--- config.mk ---
export PLATFORM = sky130hd
export DESIGN_NAME = rf_wb_arbiter
export DESIGN_NICKNAME = d
export VERILOG_FILES = /design/src/rtl/rf_wb_arbiter.sv
export SDC_FILE = /design/constraint.sdc
export NUM_CORES = 1
export LEC_CHECK = 0
export ABC_AREA = 1
export BUFFER_PORTS_ARGS = -buffer_cell sky130_fd_sc_hd__buf_2
export CAP_MARGIN = 20
export CORE_ASPECT_RATIO = 0.8
export CORE_MARGIN = 1.5
export CORE_UTILIZATION = 49
export CTS_BUF_LIST = sky130_fd_sc_hd__clkbuf_16
export CTS_CLUSTER_SIZE = 40
export DETAILED_ROUTE_END_ITERATION = 8
export PLACE_DENSITY = 0.87
export SLEW_MARGIN = 20
export SYNTH_ARGS = -nofsm -noshare
export SYNTH_HDL_FRONTEND = slang
export SYNTH_SLANG_ARGS = --single-unit
--- constraint.sdc ---
create_clock -name clk -period 2.85 [get_ports clk]
set_input_delay 0.285 -clock clk [delete_from_list [all_inputs] [get_ports clk]]
set_output_delay 0.285 -clock clk [all_outputs]
set_load 0.1 [all_outputs]
--- src/rtl/rf_wb_arbiter.sv ---
// Register-file write-port arbiter: primary writeback vs. FIFO-buffered long-latency results.
// Optional RAW/WAW scoreboard enabled by defining RF_WB_SCOREBOARD_EN.
module rf_wb_arbiter #(
  parameter int DW       = 32,
  parameter int AW       = 5,
  parameter int DEPTH    = 4,
  parameter int MAX_WAIT = 8
) (
  input  logic                     clk,
  input  logic                     rst_n,
  input  logic                     p_we,
  input  logic [AW-1:0]            p_addr,
  input  logic [DW-1:0]            p_data,
  input  logic                     s_valid,
  output logic                     s_ready,
  input  logic [AW-1:0]            s_addr,
  input  logic [DW-1:0]            s_data,
  input  logic                     iss_valid,
  input  logic [AW-1:0]            iss_addr,
  input  logic [AW-1:0]            rd_addrA,
  input  logic [AW-1:0]            rd_addrB,
  output logic                     rf_we,
  output logic [AW-1:0]            rf_addrD,
  output logic [DW-1:0]            rf_dataD,
  output logic                     core_stall,
  output logic [$clog2(DEPTH):0]   fifo_cnt
);

  localparam int PW = $clog2(DEPTH);
  localparam int CW = PW + 1;
  localparam int WW = $clog2(MAX_WAIT + 1);

  logic [AW-1:0] q_addr [DEPTH];
  logic [DW-1:0] q_data [DEPTH];
  logic [PW-1:0] rd_ptr, wr_ptr;
  logic [CW-1:0] cnt;
  logic [WW-1:0] wait_cnt;
  logic          empty, full, force_grant, hazard, push, pop;

  assign fifo_cnt = cnt;

  always_comb begin
    empty       = (cnt == '0);
    full        = (cnt == CW'(DEPTH));
    force_grant = (wait_cnt == WW'(MAX_WAIT)) && !empty;
    s_ready     = rst_n && !full;
    push        = s_valid && s_ready;
    rf_we       = 1'b0;
    rf_addrD    = p_addr;
    rf_dataD    = p_data;
    core_stall  = 1'b0;
    pop         = 1'b0;
    if (rst_n) begin
      if (force_grant || hazard) begin
        core_stall = 1'b1;
        pop        = !empty;
      end else if (p_we) begin
        rf_we = 1'b1;
      end else begin
        pop = !empty;
      end
      if (pop) begin
        rf_we    = 1'b1;
        rf_addrD = q_addr[rd_ptr];
        rf_dataD = q_data[rd_ptr];
      end
    end
  end

  // Payload storage needs no reset; occupancy is tracked by cnt.
  always_ff @(posedge clk) begin
    if (push) begin
      q_addr[wr_ptr] <= s_addr;
      q_data[wr_ptr] <= s_data;
    end
  end

  always_ff @(posedge clk or negedge rst_n) begin
    if (!rst_n) begin
      rd_ptr   <= '0;
      wr_ptr   <= '0;
      cnt      <= '0;
      wait_cnt <= '0;
    end else begin
      if (push) wr_ptr <= wr_ptr + PW'(1);
      if (pop)  rd_ptr <= rd_ptr + PW'(1);
      cnt <= cnt + CW'(push) - CW'(pop);
      if (pop || empty)
        wait_cnt <= '0;
      else if (wait_cnt != WW'(MAX_WAIT))
        wait_cnt <= wait_cnt + WW'(1);
    end
  end

`ifdef RF_WB_SCOREBOARD_EN
  localparam int NREG = 1 << AW;
  logic [NREG-1:0] busy, busy_nxt;

  assign hazard = (p_we && busy[p_addr]) || busy[rd_addrA] || busy[rd_addrB];

  // Clear before set so a same-cycle issue to the popped register stays busy.
  always_comb begin
    busy_nxt = busy;
    if (pop) busy_nxt[q_addr[rd_ptr]] = 1'b0;
    if (iss_valid && !core_stall && iss_addr != '0) busy_nxt[iss_addr] = 1'b1;
    busy_nxt[0] = 1'b0;
  end

  always_ff @(posedge clk or negedge rst_n) begin
    if (!rst_n) busy <= '0;
    else        busy <= busy_nxt;
  end
`else
  logic unused_sb;
  assign unused_sb = ^{iss_valid, iss_addr, rd_addrA, rd_addrB};
  assign hazard    = 1'b0;
`endif

endmodule

==> out/metrics.json <==
{
  "run_status": {
    "status": "finished clean"
  },
  "yosys": {
    "post_synth_inst_count": 778,
    "synth.yosys.seq_area_share_pct": 63.7,
    "synth-compound-area-share_pct": 0.524,
    "netlist-cell-type-count": 25,
    "synth-adder-area-share_pct": 1.62,
    "dominant_combinational_cell_family_by_area_after_synthesis": "simple AND/OR/NAND/NOR gates",
    "yosys_register_bits": 159,
    "synthSimpleGateAreaFrac_pct": 22.4,
    "synthXorXnorAreaFrac_pct": 0.828,
    "synth_mux_area_share_pct": 0,
    "synth_fp_nets": 881,
    "synth-warning-count": 0,
    "synth_area_per_cell_um2": 9.52,
    "syn-cell-area_um2": 7400
  },
  "global_routing": {
    "grt_usage_pct": 19.4,
    "number_of_antenna_violations_at_the_first_check_in_global_routing": 3,
    "grt_util_met2_pct": 35.3,
    "globalRouteMet1Util_pct": 22.6,
    "grt_pass1_wl_um": 23600,
    "grt_most_used_layer": "met2",
    "pin_count_of_the_biggest_net_entering_global_routing": 77,
    "grt_overflow_total": 0,
    "grt_util_met3_pct": 4.99,
    "via_count_of_the_first_global_routing_pass": 5030
  },
  "placement": {
    "place_area_um2": 8300,
    "detailed_place_hpwl_um": 8710,
    "io_buffer_count": 120,
    "place_congestion": 0.737
  },
  "min_path": {
    "min_path_type": "in2reg",
    "hold_path_depth": 1,
    "holdCritStartpoint": "s_data[11]",
    "hold-path-endpoint": "q_data[3][11]"
  },
  "routing": {
    "drt-initial-drc-count": 404,
    "vias_per_cell": 4.74,
    "postRouteAntennaNets": 0,
    "routed_wl_um": 14700,
    "wl_per_cell_um": 13.4,
    "drt_first_pass_iters": 5,
    "remaining_drc_errors": 0,
    "routed-via-count": 5186
  },
  "finish": {
    "sequential_cell_area_um2": 4720,
    "fillers": 1107,
    "post_route_cells_drive_above_1_share_pct": 24.6,
    "insertedDiodeCount": 0,
    "post_layout_nets": 1000,
    "area_of_the_multi_input_gates_um2": 1980,
    "flow.area_growth_from_synthesis_pct": 20.6,
    "stdcell_area_um2": 8930
  },
  "clocking": {
    "cts_root_buffer": "sky130_fd_sc_hd__clkbuf_16",
    "cts-root-to-sink-buffers": 2,
    "tritoncts.num_buffers": 17,
    "cts.htree.levels": 4,
    "worst_setup_hold_path_clk_slew_ns": 0.06,
    "cts_tree": "built",
    "insertion_delay_ns": 0.41,
    "cts.sinks": 159
  },
  "power": {
    "comb_power_share_pct": 41.3,
    "internal_power_mw": 5.05,
    "clock_share_of_power_pct": 24.8,
    "power_leakage_nw": 4.21,
    "worst_ir_drop_vdd_uv": 877,
    "power_switching_share_pct": 42.9,
    "total_power_mw": 8.84,
    "power_density_nw_per_um2": 990,
    "power_share_of_the_sequential_group_pct": 33.8,
    "net-switching-power_mw": 3.79
  },
  "sta": {
    "period_needed_ns": 2.68,
    "finClkSkew_ns": 0.00775,
    "max_freq_mhz": 373,
    "worst_slew_pin_slew_ns": 0.819,
    "final_max_slew_viol_count": 0,
    "finalSetupViolations": 0,
    "finalHoldViolations": 0,
    "worst_slew_margin_rel_pct": 45.4,
    "grt_setup_unrepaired": "no",
    "layout_worst_path_cycle_share_pct": 94.0,
    "final.setup.tns_ns": 0
  },
  "critical_path": {
    "critical_path.reg2reg.endpoint": "fifo_cnt[2]",
    "regToRegStartpoint": "wait_cnt[0]",
    "category_of_the_worst_setup_path_capture_point": "output port",
    "reg2reg_depth": 11,
    "crit_path_start_kind": "register",
    "crit_required_ns": 2.57,
    "timing_worst_setup_path_type": "reg2out",
    "worstPathMaxFanout": 35,
    "r2r_slack_ns": 0.63,
    "worstPathArrival_ns": 2.39
  },
  "floorplanning": {
    "floorplan.die.width_um": 140,
    "die_y_um": 113,
    "core_box_area_um2": 14500,
    "row_count": 39,
    "boundaryPins": 137,
    "initial_core_util_pct": 50.9,
    "die-area_um2": 15900
  },
  "run": {
    "max_cap_viol_count": 0
  }
}
-- synthesized netlist by cell type, drive strengths merged --
master	number	area share (%)
a21oi	3	0.20
buf	28	2.3
clkbuf	4	0.20
dfrtp	11	3.7
edfxtp	148	60
fa	1	0.27
ha	8	1.4
inv	166	8.4
nand2	197	10
nand3	76	5.1
nand3b	1	0.10
nor2	124	7.1
o2111ai	1	0.12
o21ai	3	0.20
xnor2	2	0.24
xor2	5	0.59
-- worst max-delay path: stages (launching register included) --
cell and delay [ns]:
sky130_fd_sc_hd__dfrtp_1 0.42, sky130_fd_sc_hd__inv_1 0.08, sky130_fd_sc_hd__ha_1 0.16, sky130_fd_sc_hd__nand2_1 0.06, sky130_fd_sc_hd__nor2_1 0.17, sky130_fd_sc_hd__nor2_1 0.09, sky130_fd_sc_hd__nor2_4 0.17, sky130_fd_sc_hd__buf_12 0.24
sky130_fd_sc_hd__nor2_1 0.08, sky130_fd_sc_hd__nor2_2 0.09, sky130_fd_sc_hd__buf_2 0.43
-- power groups by stage --
stage               Clock [mW]  Sequential, mW  Combinational [mW]
finish                    2.20            2.99                3.65
floorplan                    0            3.17                2.82
global placement             0            3.02                3.57
global route              2.32            3.02                3.97
CTS                       2.22            2.99                3.67
detailed placement           0            3.04                3.65
-- sequential cells by signal, indices dropped and copies added, names as in the netlist --
| name | cells |
|---|---|
| rd_ptr | 2 |
| q_addr | 20 |
| q_data | 128 |
| wait_cnt | 4 |
| wr_ptr | 2 |
| fifo_cnt | 3 |
-- cell usage in the layout, fill, tap and decap left out, drive strengths merged --
cell and instances:
a21oi 3, buf 119, bufinv 2, clkbuf 29
clkinv 3, clkinvlp 5, dfrtp 11, dlygate4sd3 1
edfxtp 148, fa 1, ha 8, inv 171
nand2 197, nand3 76, nand3b 1, nor2 124
o2111ai 1, o21ai 3, xnor2 2, xor2 5
-- cell type report --
type | instances | area share, %
clock inverters | 15 | 1.81
inverters | 166 | 6.98
well taps | 184 | 2.58
flip-flops and latches | 159 | 52.9
repair buffers | 132 | 8.80
clock buffers | 17 | 4.76
multi-input cells | 421 | 22.2
-- routing by layer --
metal	part of all wire (%)	wire (um)
met5	0.27	40
met2	52	7630
met4	0.91	134
met3	6.7	983
met1	40	5920
-- per-stage QoR --
| step | hold WS, ns | setup WS (ns) | cells | utilization, % |
|---|---|---|---|---|
| final | 0.0831 | 0.171 | 1094 | 61.4 |
| after global routing | 0.0698 | 0.000147 | 1094 | 61.4 |
| after CTS | 0.0698 | 0.136 | 1094 | 61.2 |
| after detailed placement | 0.203 | 0.594 | 1061 | 57.1 |
| after global placement | 0.197 | 0.591 | 1061 | 57.1 |
| after floorplan | -0.0106 | -0.0282 | 778 | - |
-- cell families (layout without fill, tap and decap cells) --
family,Yosys count,in the layout
and+or+nand+nor,398,398
buffers and inverters,198,330
DFF,159,159
adders and majority gates,9,9
AOI/OAI and AO/OA,7,7
xor gates and xnor gates,7,7
-- worst max-delay path by stage --
stage	startpoint	end	slack, ns	cells after the start
after detailed placement	wait_cnt[0]	rf_dataD[25]	0.59	10
final	wait_cnt[0]	rf_dataD[2]	0.17	10
after floorplan	fifo_cnt[1]	fifo_cnt[2]	-0.03	8
after global placement	wait_cnt[0]	rf_dataD[25]	0.59	10
after global routing	wait_cnt[0]	rf_dataD[6]	0.0001	10
after CTS	wait_cnt[0]	rf_dataD[25]	0.14	10
-- what timing repair did --
item	in CTS	in global routing
hold buffers	1	0
endpoints found under the hold margin	11	0
endpoints found under the setup margin	0	12
buffers inserted	0	0
gates resized for setup	0	12
No activity file was read; power rests on OpenSTA's default activity.
